===== src/rtl/layer_ddr_writer.sv =====
// rtl/layer_ddr_writer.sv - drains the conv layer's concat FIFO into DDR as Avalon-MM burst writes
module layer_ddr_writer #(
    parameter int DATA_WIDTH  = 64,
    parameter int ADDR_WIDTH  = 32,
    parameter int BURST_LEN   = 16,
    parameter int FRAME_WORDS = 18816,
    parameter int USEDW_WIDTH = 11
) (
    input  logic                          clk,
    input  logic                          reset_n,
    input  logic                          frame_start_i,
    input  logic [ADDR_WIDTH-1:0]         base_addr_i,
    input  logic [DATA_WIDTH-1:0]         fifo_q_i,
    input  logic [USEDW_WIDTH-1:0]        fifo_rdusedw_i,
    output logic                          fifo_rd_o,
    output logic [ADDR_WIDTH-1:0]         avm_address_o,
    output logic [$clog2(BURST_LEN):0]    avm_burstcount_o,
    output logic                          avm_write_o,
    output logic [DATA_WIDTH-1:0]         avm_writedata_o,
    output logic [DATA_WIDTH/8-1:0]       avm_byteenable_o,
    input  logic                          avm_waitrequest_i,
    output logic                          busy_o,
    output logic                          frame_done_o,
    output logic                          err_restart_o
);
    localparam int BC_W  = $clog2(BURST_LEN) + 1;
    localparam int FW_W  = $clog2(FRAME_WORDS + 1);
    localparam int WL_W  = (FW_W > BC_W) ? FW_W : BC_W;
    localparam int BYTES = DATA_WIDTH / 8;

    typedef enum logic [1:0] {S_IDLE, S_WAIT, S_BURST, S_DONE} state_t;
    state_t r_state, w_state_nxt;

    logic [ADDR_WIDTH-1:0] r_addr;
    logic [ADDR_WIDTH-1:0] r_avm_address;
    logic [WL_W-1:0]       r_words_left;
    logic [BC_W-1:0]       r_burstcount;
    logic [BC_W-1:0]       r_beats_left;
    logic [BC_W-1:0]       r_rd_issued;
    logic                  r_rd_pending;
    logic [DATA_WIDTH-1:0] r_buf [2];
    logic                  r_head;
    logic [1:0]            r_count;
    logic                  r_busy;
    logic                  r_frame_done;
    logic                  r_err_restart;

    logic [BC_W-1:0] w_blen;
    logic            w_level_ok;
    logic            w_write;
    logic            w_accept;
    logic            w_last_beat;
    logic            w_frame_end;
    logic [2:0]      w_inflight;
    logic            w_rd;
    logic            w_tail;

    always_comb begin
        if (r_words_left >= WL_W'(BURST_LEN)) w_blen = BC_W'(BURST_LEN);
        else                                  w_blen = BC_W'(r_words_left);
    end

    assign w_level_ok  = 32'(fifo_rdusedw_i) >= 32'(w_blen);
    assign w_write     = (r_count != 2'd0);
    assign w_accept    = w_write && !avm_waitrequest_i;
    assign w_last_beat = (r_state == S_BURST) && w_accept && (r_beats_left == BC_W'(1));
    assign w_frame_end = w_last_beat && (r_words_left == WL_W'(r_burstcount));
    assign w_inflight  = {1'b0, r_count} + {2'b00, r_rd_pending};
    // A beat leaving this cycle frees a slot, which keeps back-to-back beats flowing
    assign w_rd        = (r_state == S_BURST) && (r_rd_issued < r_burstcount)
                         && (w_inflight < (w_accept ? 3'd3 : 3'd2));
    assign w_tail      = r_head ^ r_count[0];

    always_ff @(posedge clk or negedge reset_n) begin
        if (!reset_n) r_state <= S_IDLE;
        else          r_state <= w_state_nxt;
    end

    always_comb begin
        w_state_nxt = r_state;
        case (r_state)
            S_IDLE:  if (frame_start_i) w_state_nxt = S_WAIT;
            S_WAIT:  if (w_level_ok) w_state_nxt = S_BURST;
            S_BURST: if (w_last_beat) w_state_nxt = w_frame_end ? S_DONE : S_WAIT;
            S_DONE:  w_state_nxt = S_IDLE;
            default: w_state_nxt = S_IDLE;
        endcase
    end

    always_ff @(posedge clk or negedge reset_n) begin
        if (!reset_n) begin
            r_addr        <= '0;
            r_avm_address <= '0;
            r_words_left  <= '0;
            r_burstcount  <= '0;
            r_beats_left  <= '0;
            r_rd_issued   <= '0;
            r_rd_pending  <= 1'b0;
            r_buf[0]      <= '0;
            r_buf[1]      <= '0;
            r_head        <= 1'b0;
            r_count       <= 2'd0;
            r_busy        <= 1'b0;
            r_frame_done  <= 1'b0;
            r_err_restart <= 1'b0;
        end else begin
            r_err_restart <= frame_start_i && r_busy;
            r_frame_done  <= w_frame_end;
            r_rd_pending  <= w_rd;
            if (r_state == S_IDLE && frame_start_i) begin
                r_addr       <= base_addr_i;
                r_words_left <= WL_W'(FRAME_WORDS);
                r_busy       <= 1'b1;
            end
            if (r_state == S_DONE) r_busy <= 1'b0;
            if (r_state == S_WAIT && w_level_ok) begin
                r_avm_address <= r_addr;
                r_burstcount  <= w_blen;
                r_beats_left  <= w_blen;
                r_rd_issued   <= '0;
            end
            if (w_rd) r_rd_issued <= r_rd_issued + BC_W'(1);
            if (r_rd_pending) r_buf[w_tail] <= fifo_q_i;
            if (w_accept) begin
                r_head       <= ~r_head;
                r_beats_left <= r_beats_left - BC_W'(1);
            end
            r_count <= r_count + {1'b0, r_rd_pending} - {1'b0, w_accept};
            if (w_last_beat) begin
                r_addr       <= r_addr + ADDR_WIDTH'(r_burstcount) * ADDR_WIDTH'(BYTES);
                r_words_left <= r_words_left - WL_W'(r_burstcount);
            end
        end
    end

    assign fifo_rd_o        = w_rd;
    assign avm_address_o    = r_avm_address;
    assign avm_burstcount_o = r_burstcount;
    assign avm_write_o      = w_write;
    assign avm_writedata_o  = r_buf[r_head];
    assign avm_byteenable_o = {BYTES{w_write}};
    assign busy_o           = r_busy;
    assign frame_done_o     = r_frame_done;
    assign err_restart_o    = r_err_restart;
endmodule


===== config.mk =====
export PLATFORM = sky130hd
export DESIGN_NAME = layer_ddr_writer
export DESIGN_NICKNAME = d
export VERILOG_FILES = /design/src/rtl/layer_ddr_writer.sv
export SDC_FILE = /design/constraint.sdc
export NUM_CORES = 1
export LEC_CHECK = 0
export CAP_MARGIN = 20
export CORE_ASPECT_RATIO = 1.2
export CORE_MARGIN = 2
export CORE_UTILIZATION = 30
export CTS_CLUSTER_DIAMETER = 80
export DETAILED_ROUTE_END_ITERATION = 6
export SLEW_MARGIN = 5
export SYNTH_ARGS = -nofsm -noshare
export SYNTH_HDL_FRONTEND = slang
export SYNTH_SLANG_ARGS = --single-unit
export TNS_END_PERCENT = 5

===== constraint.sdc =====
create_clock -name clk -period 3.7 [get_ports clk]
set_input_delay 0.555 -clock clk [delete_from_list [all_inputs] [get_ports clk]]
set_output_delay 0.555 -clock clk [all_outputs]
set_load 0.05 [all_outputs]

==> impl_metrics.csv <==
group,metric,value,unit
status,status,"completed",
setup_path,crit_type,"reg2reg",
route,drt-initial-drc-count,366,
global_route,antenna_found_initial,1,
layout,fillCellCount,3470,
logic_synthesis,synth_edf_count,0,
clocking,cts_tree,"built",
placed_design,gp_congestion,0.8916,
logic_synthesis,netlist_area,0.01105,mm2
route,drcViolationCount,0,
logic_synthesis,yosys-top-cells-area,"dfrtp_1 52%, mux2_2 23%, ha_1 2.9%, nand2_1 1.7%, o21ai_0 1.6%",
sta,fin_crit,3.514,ns
placed_design,hpwl,19.53,mm
global_route,track_usage,0.1437,
pwr,vdd_ir_drop_max,0.5609,mV
clocking,cts_num_sinks,231,
pwr,power_frac_seq,0.287,
setup_path,r2r_start,"r_words_left[5]",
clocking,clkLatencyLatePin,0.54,ns
layout,drive_gt1_frac,0.2790,
placed_design,post-place-ws,0.2126,ns
global_route,grt_pass1_vias,8010,
die,ioPinCount,225,
sta,period_share,0.9498,
setup_path,r2r-end,"avm_address_o[6]",
pwr,intPower,8927,uW
route,ant_nets,0,
logic_synthesis,ys_warn_count,0,
logic_synthesis,synth_top_area_frac,0.5233,
global_route,grt_max_degree,105,
route,avgRoutedWirePerCell,17.87,um
logic_synthesis,async_flop_share,1.000,
die,rows,77,
sta,final-setup-viol-count,0,
setup_path,crit_arrival,3.93,ns
layout,finalInstanceArea,0.01489,mm2
setup_path,path_cells,"or4_1 -> nor3_4 -> nand2_1 -> ha_1 -> nand2_1 -> o21ai_0 -> a31oi_1 -> nor2_1 -> buf_12 -> mux2_2",
setup_path,slowest_delay,0.69,ns
setup_path,cp_num_buf_inv,1,
placed_design,port_buffers,224,
pwr,powerDensity,1034,mW/mm2
clocking,clock_tree.root_cell,"clkbuf_16",
sta,worst_slack,0.1858,ns
layout,areaGrowthSynthToFinish,34.81,%
sta,rsz0062_at_grt,"no",
die,die_x,179.2,um
route,vias_per_cell,4.924,
logic_synthesis,synth_largest_area_cell,"dfrtp_1",
setup_path,reg2reg_depth,10,
route,via_count,7864,
pwr,leakage,0.006141,uW
sta,worstMarginPinSlew,0.8688,ns
pwr,power.share.clock,0.192,
logic_synthesis,yosysUniqueCellTypes,65,
clocking,cts_setup_buffers,0,
route,first_pass_iters,4,
logic_synthesis,postSynthAreaPerCell,12.51,um2
clocking,clkTransAtPathRegs,0.06,ns
sta,fmax,284.6,MHz
setup_path,worstPathMaxFanout,7,
setup_path,end_kind,"flop",
logic_synthesis,synthCells,883,
die,die_h,214.2,um
route,routed_wirelength,28.54,mm
setup_path,r2r_slack,0.19,ns
pwr,combinationalPowerShare,0.521,
clocking,post_cts_resized,0,
setup_path,path_common_cell,"nand2_1",
setup_path,required,4.12,ns
setup_path,start_kind,"flop",
placed_design,dpl_cell_area,0.01388,mm2
sta,clock-skew-final,0.008141,ns
sta,hold_viol_final,0,
global_route,grt-ovfl-total,0,
logic_synthesis,syn_nets,1022,
die,core_area,0.03661,mm2
die,start_util,0.3017,
clocking,cts_buffer_depth,3,
die,dieArea,0.03838,mm2
flow_run,maxCapViolCount,0,
logic_synthesis,synth_seq_cells,231,
setup_path,cp_top_family,"simple AND/OR/NAND/NOR gates",
setup_path,slowest_stage,"or4_1",
sta,relSlewSlack,0.4202,
clocking,ctsHoldBuffers,0,
clocking,cts_buffers,26,
sta,finalSetupTns,0,ns
pwr,netSwitchingFraction,0.4204,
clocking,htreeDepth,1,
layout,layout.nets,1241,
global_route,grt_first_pass_wirelength,44.16,mm
logic_synthesis,synth_ff_type,"dfrtp_1",
pwr,p_switching,6476,uW
sta,drv_slew,0,
logic_synthesis,yosysSeqAreaShare,0.5233,
min_path,hold_class,"in2async",
==> power groups by stage <==
| stage | registers (uW) | logic [uW] | clock network [uW] |
|---|---|---|---|
| after detailed placement | 4470 | 8110 | 0 |
| after floorplan | 4820 | 5210 | 0 |
| after CTS | 4430 | 8140 | 3050 |
| after global placement | 4420 | 8040 | 0 |
| after global routing | 4580 | 8500 | 3170 |
| final | 4420 | 8030 | 2950 |
==> sequential cells by signal, summed over array words and instances (netlist names) <==
name	cells
r_count	2
avm_burstcount_o	5
frame_done_o	1
err_restart_o	1
r_beats_left	5
r_state	2
avm_address_o	32
r_words_left	15
busy_o	1
r_addr	32
r_rd_pending	1
r_head	1
r_buf	128
r_rd_issued	5
==> metal layers <==
layer,vias to the layer above,share of wire,track usage
met5,-,0.00039,0
li1,3683,-,-
met2,243,0.46,0.2341
met4,2,0.015,0.03145
met3,32,0.091,0.04433
met1,3904,0.43,0.1870
==> Yosys cell counts, types with 8 or more instances <==
cell	n
o211ai_1	16
a21oi_1	14
xnor2_1	10
nor3_1	10
mux2_2	223
buf_4	8
nand3_1	25
nor2_1	20
buf_2	8
ha_1	26
nand2_1	50
a221o_1	8
dfrtp_1	231
o21ai_0	35
or4_1	8
nor2b_1	8
clkbuf_1	32
inv_1	23
==> area by class of cell <==
type | count | area, um2 | share of cell area
antenna | 1 | 2.502 | 0.0001680
clock buffer | 34 | 772.0 | 0.05184
clock inverter | 14 | 227.7 | 0.01529
inverter | 24 | 90.09 | 0.006049
multi-input combinational | 575 | 4942 | 0.3319
sequential | 231 | 5782 | 0.3883
tap | 474 | 593.1 | 0.03983
timing repair buffer | 244 | 2482 | 0.1667
==> cell families (layout without fill, tap and decap cells) <==
family,after synthesis,after routing,share of synthesized area
flops,231,231,0.5233
mux,228,228,0.2318
simple gates,170,170,0.08234
compound gates,137,137,0.09016
buf+inv,77,316,0.02979
fa+ha+maj,28,28,0.03307
xor+xnor,12,12,0.009514
other cells,0,1,0
==> metrics by stage <==
step	std cells	hold slack (ns)	power, uW	utilization
CTS	1595	0.09974	15620	0.4065
finish	1597	0.05316	15400	0.4068
global placement	1547	0.4604	12450	0.3792
detailed placement	1547	0.4703	12580	0.3792
global route	1596	0.08531	16260	0.4067
floorplan	883	0.2594	10030	-
==> how the worst max path moves through the flow <==
stage                    start  slack [ns]  depth (start not counted)           endpoint
3_5_place_dp   r_words_left[5]        0.21                         10   avm_address_o[1]
6_report       r_words_left[5]        0.19                         10   avm_address_o[6]
3_3_place_gp   r_words_left[5]        0.23                         10   avm_address_o[1]
2_1_floorplan  r_words_left[5]        0.43                         12  avm_address_o[27]
4_1_cts        r_words_left[5]        0.16                         10   avm_address_o[6]
5_1_grt        r_words_left[5]       0.008                         10   avm_address_o[6]
==> cell usage in the layout, fill, tap and decap left out, drive strengths merged, types with 5 or more instances in the layout <==
| master | count |
|---|---|
| a31o | 5 |
| a21oi | 14 |
| a21o | 6 |
| clkinv | 5 |
| a22oi | 7 |
| o21ai | 35 |
| o211ai | 17 |
| nor3 | 11 |
| nand2 | 51 |
| mux2i | 5 |
| nand3 | 25 |
| and3 | 7 |
| clkbuf | 34 |
| clkdlybuf4s50 | 222 |
| o31ai | 6 |
| nor2b | 8 |
| nor2 | 21 |
| dfrtp | 231 |
| inv | 24 |
| buf | 22 |
| ha | 26 |
| bufinv | 6 |
| xnor2 | 10 |
| o311ai | 5 |
| or3 | 6 |
| or4 | 8 |
| nor4 | 7 |
| mux2 | 223 |
| a221o | 8 |
(Power assumes the default switching activity.)
